### config.mk
export PLATFORM = sky130hd
export DESIGN_NAME = commit_regfile
export DESIGN_NICKNAME = d
export VERILOG_FILES = /design/src/rtl/commit_regfile_pkg.sv /design/src/rtl/commit_regfile_reg_status_table.sv /design/src/rtl/commit_regfile.sv
export SDC_FILE = /design/constraint.sdc
export NUM_CORES = 2
export LEC_CHECK = 0
export BUFFER_PORTS_ARGS = -buffer_cell sky130_fd_sc_hd__buf_2
export CAP_MARGIN = 20
export CORE_MARGIN = 4
export CORE_UTILIZATION = 55
export DETAILED_ROUTE_END_ITERATION = 12
export HOLD_SLACK_MARGIN = 0.12
export PLACE_DENSITY = 0.72
export SYNTH_ARGS = -nofsm -noshare
export SYNTH_HDL_FRONTEND = slang
export SYNTH_SLANG_ARGS = --single-unit
### constraint.sdc
create_clock -name clk_in -period 5.7 [get_ports clk_in]
set_input_delay 0.855 -clock clk_in [delete_from_list [all_inputs] [get_ports clk_in]]
set_output_delay 0.855 -clock clk_in [all_outputs]
set_load 0.01 [all_outputs]
### src/rtl/commit_regfile_pkg.sv
// Shared types and constants for the commit stage: instruction types,
// register-file geometry and the store sequencer state encoding.
package commit_regfile_pkg;

  localparam int NUM_REGS  = 32;
  localparam int REG_IDX_W = 5;
  localparam int XLEN      = 32;

  typedef enum logic [3:0] {
    ITYPE_ALU    = 4'd0,
    ITYPE_LOAD   = 4'd1,
    ITYPE_STORE  = 4'd2,
    ITYPE_BRANCH = 4'd3,
    ITYPE_JAL    = 4'd4,
    ITYPE_JALR   = 4'd5,
    ITYPE_LUI    = 4'd6,
    ITYPE_AUIPC  = 4'd7
  } itype_e;

  typedef enum logic [1:0] {
    ST_IDLE = 2'd0,
    ST_WAIT = 2'd1,
    ST_RESP = 2'd2
  } store_state_e;

  // A retiring instruction updates architectural state unless it is a
  // branch or targets x0.
  function automatic logic commit_writes_rf(input logic [3:0]           itype,
                                            input logic [REG_IDX_W-1:0] rd);
    return (itype != ITYPE_BRANCH) && (rd != '0);
  endfunction

endpackage

### src/rtl/commit_regfile_reg_status_table.sv
// Register status table: one busy bit and producing ROB tag per
// architectural register, with two combinational decode read ports.
module commit_regfile_reg_status_table
  import commit_regfile_pkg::*;
#(
  parameter int TAG_W = 3
) (
  input  logic                 clk_in,
  input  logic                 rst_in,
  input  logic                 commit_valid_in,
  input  logic [REG_IDX_W-1:0] commit_rd_in,
  input  logic [TAG_W-1:0]     commit_tag_in,
  input  logic                 issue_valid_in,
  input  logic [REG_IDX_W-1:0] issue_rd_in,
  input  logic [TAG_W-1:0]     issue_tag_in,
  input  logic [REG_IDX_W-1:0] rs1_in,
  input  logic [REG_IDX_W-1:0] rs2_in,
  output logic                 rs1_busy_out,
  output logic [TAG_W-1:0]     rs1_tag_out,
  output logic                 rs2_busy_out,
  output logic [TAG_W-1:0]     rs2_tag_out
);

  logic [NUM_REGS-1:0] busy_q, busy_d;
  logic [TAG_W-1:0]    tag_q [NUM_REGS];
  logic [TAG_W-1:0]    tag_d [NUM_REGS];

  // Commit clears only when the retiring tag is still the registered
  // producer; an issue to the same register is applied last so it wins.
  always_comb begin
    busy_d = busy_q;
    tag_d  = tag_q;
    if (commit_valid_in && busy_q[commit_rd_in] &&
        (tag_q[commit_rd_in] == commit_tag_in)) begin
      busy_d[commit_rd_in] = 1'b0;
    end
    if (issue_valid_in && (issue_rd_in != '0)) begin
      busy_d[issue_rd_in] = 1'b1;
      tag_d[issue_rd_in]  = issue_tag_in;
    end
    busy_d[0] = 1'b0;
    tag_d[0]  = '0;
  end

  always_ff @(posedge clk_in) begin
    if (rst_in) begin
      busy_q <= '0;
      tag_q  <= '{default: '0};
    end else begin
      busy_q <= busy_d;
      tag_q  <= tag_d;
    end
  end

  assign rs1_busy_out = busy_q[rs1_in];
  assign rs1_tag_out  = tag_q[rs1_in];
  assign rs2_busy_out = busy_q[rs2_in];
  assign rs2_tag_out  = tag_q[rs2_in];

endmodule

### src/rtl/commit_regfile.sv
// Commit stage: retires ROB-head results into the architectural register
// file, sequences store writes to data memory and serves decode lookups.
module commit_regfile
  import commit_regfile_pkg::*;
#(
  parameter  int ROB_SIZE    = 8,
  parameter  int MEM_ADDR_W  = 16,
  parameter  int MEM_LATENCY = 2,
  localparam int TAG_W       = $clog2(ROB_SIZE)
) (
  input  logic                  clk_in,
  input  logic                  rst_in,
  input  logic                  commit_in,
  input  logic                  store_valid_in,
  input  logic [TAG_W-1:0]      ix_in,
  input  logic [3:0]            iType_in,
  input  logic [XLEN-1:0]       value_in,
  input  logic [XLEN-1:0]       dest_in,
  output logic                  store_read_out,
  input  logic                  issue_valid_in,
  input  logic [REG_IDX_W-1:0]  issue_rd_in,
  input  logic [TAG_W-1:0]      issue_rob_ix_in,
  input  logic [REG_IDX_W-1:0]  rs1_in,
  input  logic [REG_IDX_W-1:0]  rs2_in,
  output logic [XLEN-1:0]       rs1_value_out,
  output logic [XLEN-1:0]       rs2_value_out,
  output logic                  rs1_busy_out,
  output logic                  rs2_busy_out,
  output logic [TAG_W-1:0]      rs1_tag_out,
  output logic [TAG_W-1:0]      rs2_tag_out,
  output logic                  mem_we_out,
  output logic [MEM_ADDR_W-1:0] mem_addr_out,
  output logic [XLEN-1:0]       mem_data_out,
  output store_state_e          store_state_out
);

  localparam int CNT_W = $clog2(MEM_LATENCY + 1);

  logic [REG_IDX_W-1:0] commit_rd;
  logic                 commit_valid;

  assign commit_rd    = dest_in[REG_IDX_W-1:0];
  assign commit_valid = commit_in && commit_writes_rf(iType_in, commit_rd);

  // Byte-address bits outside the word address are not used by the store path.
  logic unused_dest;
  assign unused_dest = ^{dest_in[XLEN-1:MEM_ADDR_W+2], dest_in[1:0]};

  logic [XLEN-1:0] rf_q [NUM_REGS];
  logic [XLEN-1:0] rf_d [NUM_REGS];

  always_comb begin
    rf_d = rf_q;
    if (commit_valid) begin
      rf_d[commit_rd] = value_in;
    end
  end

  always_ff @(posedge clk_in) begin
    if (rst_in) begin
      rf_q <= '{default: '0};
    end else begin
      rf_q <= rf_d;
    end
  end

  // No commit bypass: decode sees the pre-edge value while the ROB entry
  // still holds the result.
  assign rs1_value_out = (rs1_in == '0) ? '0 : rf_q[rs1_in];
  assign rs2_value_out = (rs2_in == '0) ? '0 : rf_q[rs2_in];

  commit_regfile_reg_status_table #(
    .TAG_W (TAG_W)
  ) u_status (
    .clk_in          (clk_in),
    .rst_in          (rst_in),
    .commit_valid_in (commit_valid),
    .commit_rd_in    (commit_rd),
    .commit_tag_in   (ix_in),
    .issue_valid_in  (issue_valid_in),
    .issue_rd_in     (issue_rd_in),
    .issue_tag_in    (issue_rob_ix_in),
    .rs1_in          (rs1_in),
    .rs2_in          (rs2_in),
    .rs1_busy_out    (rs1_busy_out),
    .rs1_tag_out     (rs1_tag_out),
    .rs2_busy_out    (rs2_busy_out),
    .rs2_tag_out     (rs2_tag_out)
  );

  // Store handshake: store_valid_in is a level-held request from the ROB
  // head, sampled only in IDLE; store_read_out is the single-cycle done
  // pulse that lets the ROB pop, so the same store is never accepted twice.
  store_state_e     state_q;
  logic [CNT_W-1:0] cnt_q;
  logic             mem_we_q;
  logic             store_read_q;
  logic [MEM_ADDR_W-1:0] mem_addr_q;
  logic [XLEN-1:0]  mem_data_q;

  always_ff @(posedge clk_in) begin
    if (rst_in) begin
      state_q      <= ST_IDLE;
      cnt_q        <= '0;
      mem_we_q     <= 1'b0;
      store_read_q <= 1'b0;
      mem_addr_q   <= '0;
      mem_data_q   <= '0;
    end else begin
      mem_we_q     <= 1'b0;
      store_read_q <= 1'b0;
      case (state_q)
        ST_IDLE: begin
          if (store_valid_in) begin
            mem_we_q   <= 1'b1;
            mem_addr_q <= dest_in[MEM_ADDR_W+1:2];
            mem_data_q <= value_in;
            cnt_q      <= CNT_W'(MEM_LATENCY - 1);
            state_q    <= ST_WAIT;
          end
        end
        ST_WAIT: begin
          if (cnt_q == '0) begin
            store_read_q <= 1'b1;
            state_q      <= ST_RESP;
          end else begin
            cnt_q <= cnt_q - 1'b1;
          end
        end
        ST_RESP: begin
          state_q <= ST_IDLE;
        end
        default: begin
          state_q <= ST_IDLE;
        end
      endcase
    end
  end

  assign mem_we_out      = mem_we_q;
  assign store_read_out  = store_read_q;
  assign mem_addr_out    = mem_addr_q;
  assign mem_data_out    = mem_data_q;
  assign store_state_out = state_q;

endmodule

==> metrics list <==
- The run finished with clean final reports.
- Highest fanout seen on the critical path: slightly above 80
* Global-route usage over all layers: a little under two fifths
* Clock-pin slew on the worst setup and hold paths: around 60 ps
- Averaged over all synthesized cells, the footprint is 9.340 µm².
- The floorplan step defined a core boundary enclosing 109,300 µm².
* Synth Net Count: between 6,000 and 7,000
- The total overflow left after global routing is 0.
* Top cell by count, worst path: sky130_fd_sc_hd__mux4_2
- In this run, the number of DRC markers left after iteration 0 of detailed routing was roughly 8,500.
* Sequence of cells on the critical path: buf_8 -> buf_12 -> mux4_2 -> mux4_2 -> mux2i_1 -> nor2_1 -> buf_2
- GR met2 Demand/Resource: between 50% and 60%
* Resized cells post-CTS: 0
* Crit path max-delay family: multiplexers
- Worst stage delay on the critical path: roughly 740 ps
- Layer with the highest usage after global routing: met2
- The worst hold path belongs to the class in2reg.
- CP Data Required Time: 4850 ps
* Pin count of the biggest net entering global routing: 150
- Capturing element type of the critical path: output pin
* CTS Buffer Depth: 3
* Clock Skew: 32.07 ps
- Cells with a size suffix above 1 make up a little over a fifth of the layout.
- Timing would allow up to roughly 0.21 GHz.
* Critical path buffers and inverters: 3
* Remaining routing DRC violations: 0
- The first global-routing pass estimated roughly 330 mm of wire.
- The congestion estimate from routability-driven global placement came to slightly above 0.9.
- Count of warnings emitted by yosys: 0
- Slew @ Worst Pin: around 1200 ps
- Unrepaired setup endpoints after global routing: no
- The number of hold buffers added after CTS was 0.
- Antenna violations before repair: 14
- Mapped Cells: between 6,000 and 7,000
- Minimum setup slack after placement: approximately 1000 ps
* Number of maximum-capacitance violations: 0
* Floorplan die area: 115,900 µm²
- In this run the tightest slew margin relative to its limit is a little under a fifth.
* Final routed wire length divided by cell count: 28.40 µm
* Starting utilization of the core area: between 50% and 60%
* Via count of the first global-routing pass: roughly 52,000
- The sequential cells in the finished layout cover a total of 24,060 µm².
- Critical path's slowest cell: sky130_fd_sc_hd__buf_8
- The worst-case IR drop observed on VDD is 270.2 µV.
- The critical path in this run is classified as in2out.
* Worst path setup slack after routing: about 970 ps
- Clk_lat worst skew: ~730 ps
- After clock tree synthesis, the setup repair step added 0 buffers.
* Dominant register cell in the synthesized netlist: sky130_fd_sc_hd__dfxtp_1
* Element type at the critical path start: primary input
* Detailed Route WL: 225.3 mm
- Post-synthesis cell area: around 61,000 µm²
* Count of H-tree levels built during CTS: 3
- In the final layout, the multi-input gates occupy between 30,000 and 40,000 µm².
* Number of buffers created by CTS: 121
- Counting distinct cell types in the post-synthesis netlist gives slightly below 60.
* Synthesized flop and latch total: 1,202
- Data arrives at the worst endpoint at between 3000 and 4000 ps.
- Sum of net half-perimeters after detailed placement: ~130 mm
- Setup violations remaining at the end of the flow were counted as 0.
- Sequential area share after synthesis: between 30% and 40%
- Compared with the post-synthesis result, the final layout area differs by 10.58%.
- Overall die width: around 340 µm
- For this design the top-level I/O count stands at around 220.
- Setup_tns: 0 ps
- CTS tree: built
- Yosys mapped a number of flops with a built-in enable equal to 0.
- The count of nets left with antenna violations once routing finished came out at 0.
- Number of port buffers: a little over 200
* Number of core rows: 121
- Number of vias in the routed layout: ~54,000
- Met3 track utilization from global routing: between 10% and 20%
- Share of the clock period used by the worst path after layout: approximately 83%
- Power Dens Cells: about 270 nW/µm²
* Leakage: around 22 nW
* Met1 GRT Util: a little under half
* Final critical-path required period: around 4700 ps
- Count of fill cells added during filler insertion: between 8,000 and 9,000
- Final net count: between 6,000 and 7,000
* TritonRoute pass-1 iters: 7
- Clock sink count: between 1,000 and 1,500
- The count of endpoints failing hold in the final timing report is 0.
- Using the TritonRoute via totals, the vias-per-cell ratio works out to between 6 and 7.
- The floorplan step set the die height to between 300 and 400 µm.
- The max-slew violation count is 0.
* Cell at the root of the clock tree: sky130_fd_sc_hd__clkbuf_16
* Async set or reset register ratio after synthesis: 0%
[area by class of cell]
| type | count | share of cell area, % |
|---|---|---|
| Multi-Input combinational cell | 4632 | 51.21 |
| Sequential cell | 1202 | 35.79 |
| Clock buffer | 169 | 5.224 |
| Timing Repair Buffer | 354 | 3.845 |
| Tap cell | 1476 | 2.747 |
| Clock inverter | 61 | 0.9826 |
| Inverter | 29 | 0.1619 |
| Antenna cell | 9 | 0.03350 |
[path summary, 6_finish.rpt]
| check | cells past startpoint | from | slack [ps] | end |
|---|---|---|---|---|
| setup reg to reg | 7 | u_status.tag_q[67]$_SDFFE_PP0P_ | 2750 | u_status.busy_q[15]$_SDFF_PP0_ |
| setup / recovery | 7 | rs2_in[0] | 970 | rs2_value_out[6] |
| hold / removal | 3 | dest_in[9] | 350 | mem_addr_out[7]$_SDFFE_PP0P_ |
| hold reg to reg | 2 | mem_addr_out[4]$_SDFFE_PP0P_ | 450 | mem_addr_out[4]$_SDFFE_PP0P_ |
[where the power goes]
part	internal, mW	switching, mW	total [mW]	leakage, nW
Combinational	0.459	1.02	1.48	10.4
Sequential	8.48	0.0581	8.54	9.70
Clock	4.77	3.59	8.36	2.05
Total	13.7	4.67	18.4	22.2
[metal layers]
layer | vias to the layer above | part of all wire [%]
li1 | 22520 | -
met1 | 26090 | 34
met2 | 4259 | 43
met3 | 1076 | 15
met4 | 10 | 7.7
met5 | - | 0.031
[registers in the layout, indices dropped and copies added, names as in the netlist]
register         flops
rf_q              1024
u_status.tag_q      93
mem_data_out        32
u_status.busy_q     31
mem_addr_out        16
cnt_q                2
store_state_out      2
mem_we_out           1
store_read_out       1
[cell usage after synthesis (all sizes together), types with 25 or more instances]
master  number  area share [%]
a21oi     1073             8.8
buf        135             1.0
clkbuf     512             3.2
dfxtp     1202              40
inv         29            0.18
mux2i      159             2.6
mux4       707              26
nand2     2186              13
nand3       25            0.21
nor2       232             1.4
nor2b       40            0.41
o21ai       30            0.25
o22ai       29            0.30
[kinds of logic after synthesis]
family / synth area share, %
AND/OR/NAND/NOR: 16.49
flip-flops: 39.58
AO/OA/AOI/OAI: 10.32
multiplexers: 29.19
buffers and inverters: 4.379
XOR/XNOR: 0.02676
adder cells (fa/ha/maj): 0.02058
[placed cells by master, fill, tap and decap left out, drive strengths merged, types with 10 or more instances in the layout]
cell | synthesis | final
a21oi | 1073 | 1073
nor2b | 40 | 40
mux4 | 707 | 707
o21ai | 30 | 30
a211oi | 11 | 11
mux2 | 21 | 21
clkinv | 0 | 37
bufinv | 0 | 10
dfxtp | 1202 | 1202
nand3 | 25 | 25
nand2 | 2186 | 2186
a22o | 14 | 14
buf | 135 | 354
inv | 29 | 34
mux2i | 159 | 159
clkbuf | 512 | 169
nor2 | 232 | 232
a311oi | 15 | 15
o22ai | 29 | 29
[worst min-delay path, stage by stage]
cell and delay, ps:
sky130_fd_sc_hd__buf_2 90, sky130_fd_sc_hd__nand2_1 40, sky130_fd_sc_hd__a21oi_1 50
[per-stage QoR]
| stage | utilization [%] | hold slack, ps | cell area [µm²] | instances | total power [mW] |
|---|---|---|---|---|---|
| after floorplan | - | 433.2 | 60800 | 6510 | 9.653 |
| after global placement | 57.67 | 439.5 | 63040 | 7693 | 10.14 |
| after detailed placement | 57.67 | 443.5 | 63040 | 7693 | 10.16 |
| after CTS | 61.49 | 332.0 | 67210 | 7923 | 18.33 |
| after global routing | 61.49 | 356.8 | 67210 | 7924 | 18.77 |
| final | 61.51 | 354.9 | 67230 | 7932 | 18.38 |
No activity file was read; power rests on OpenSTA's default activity.
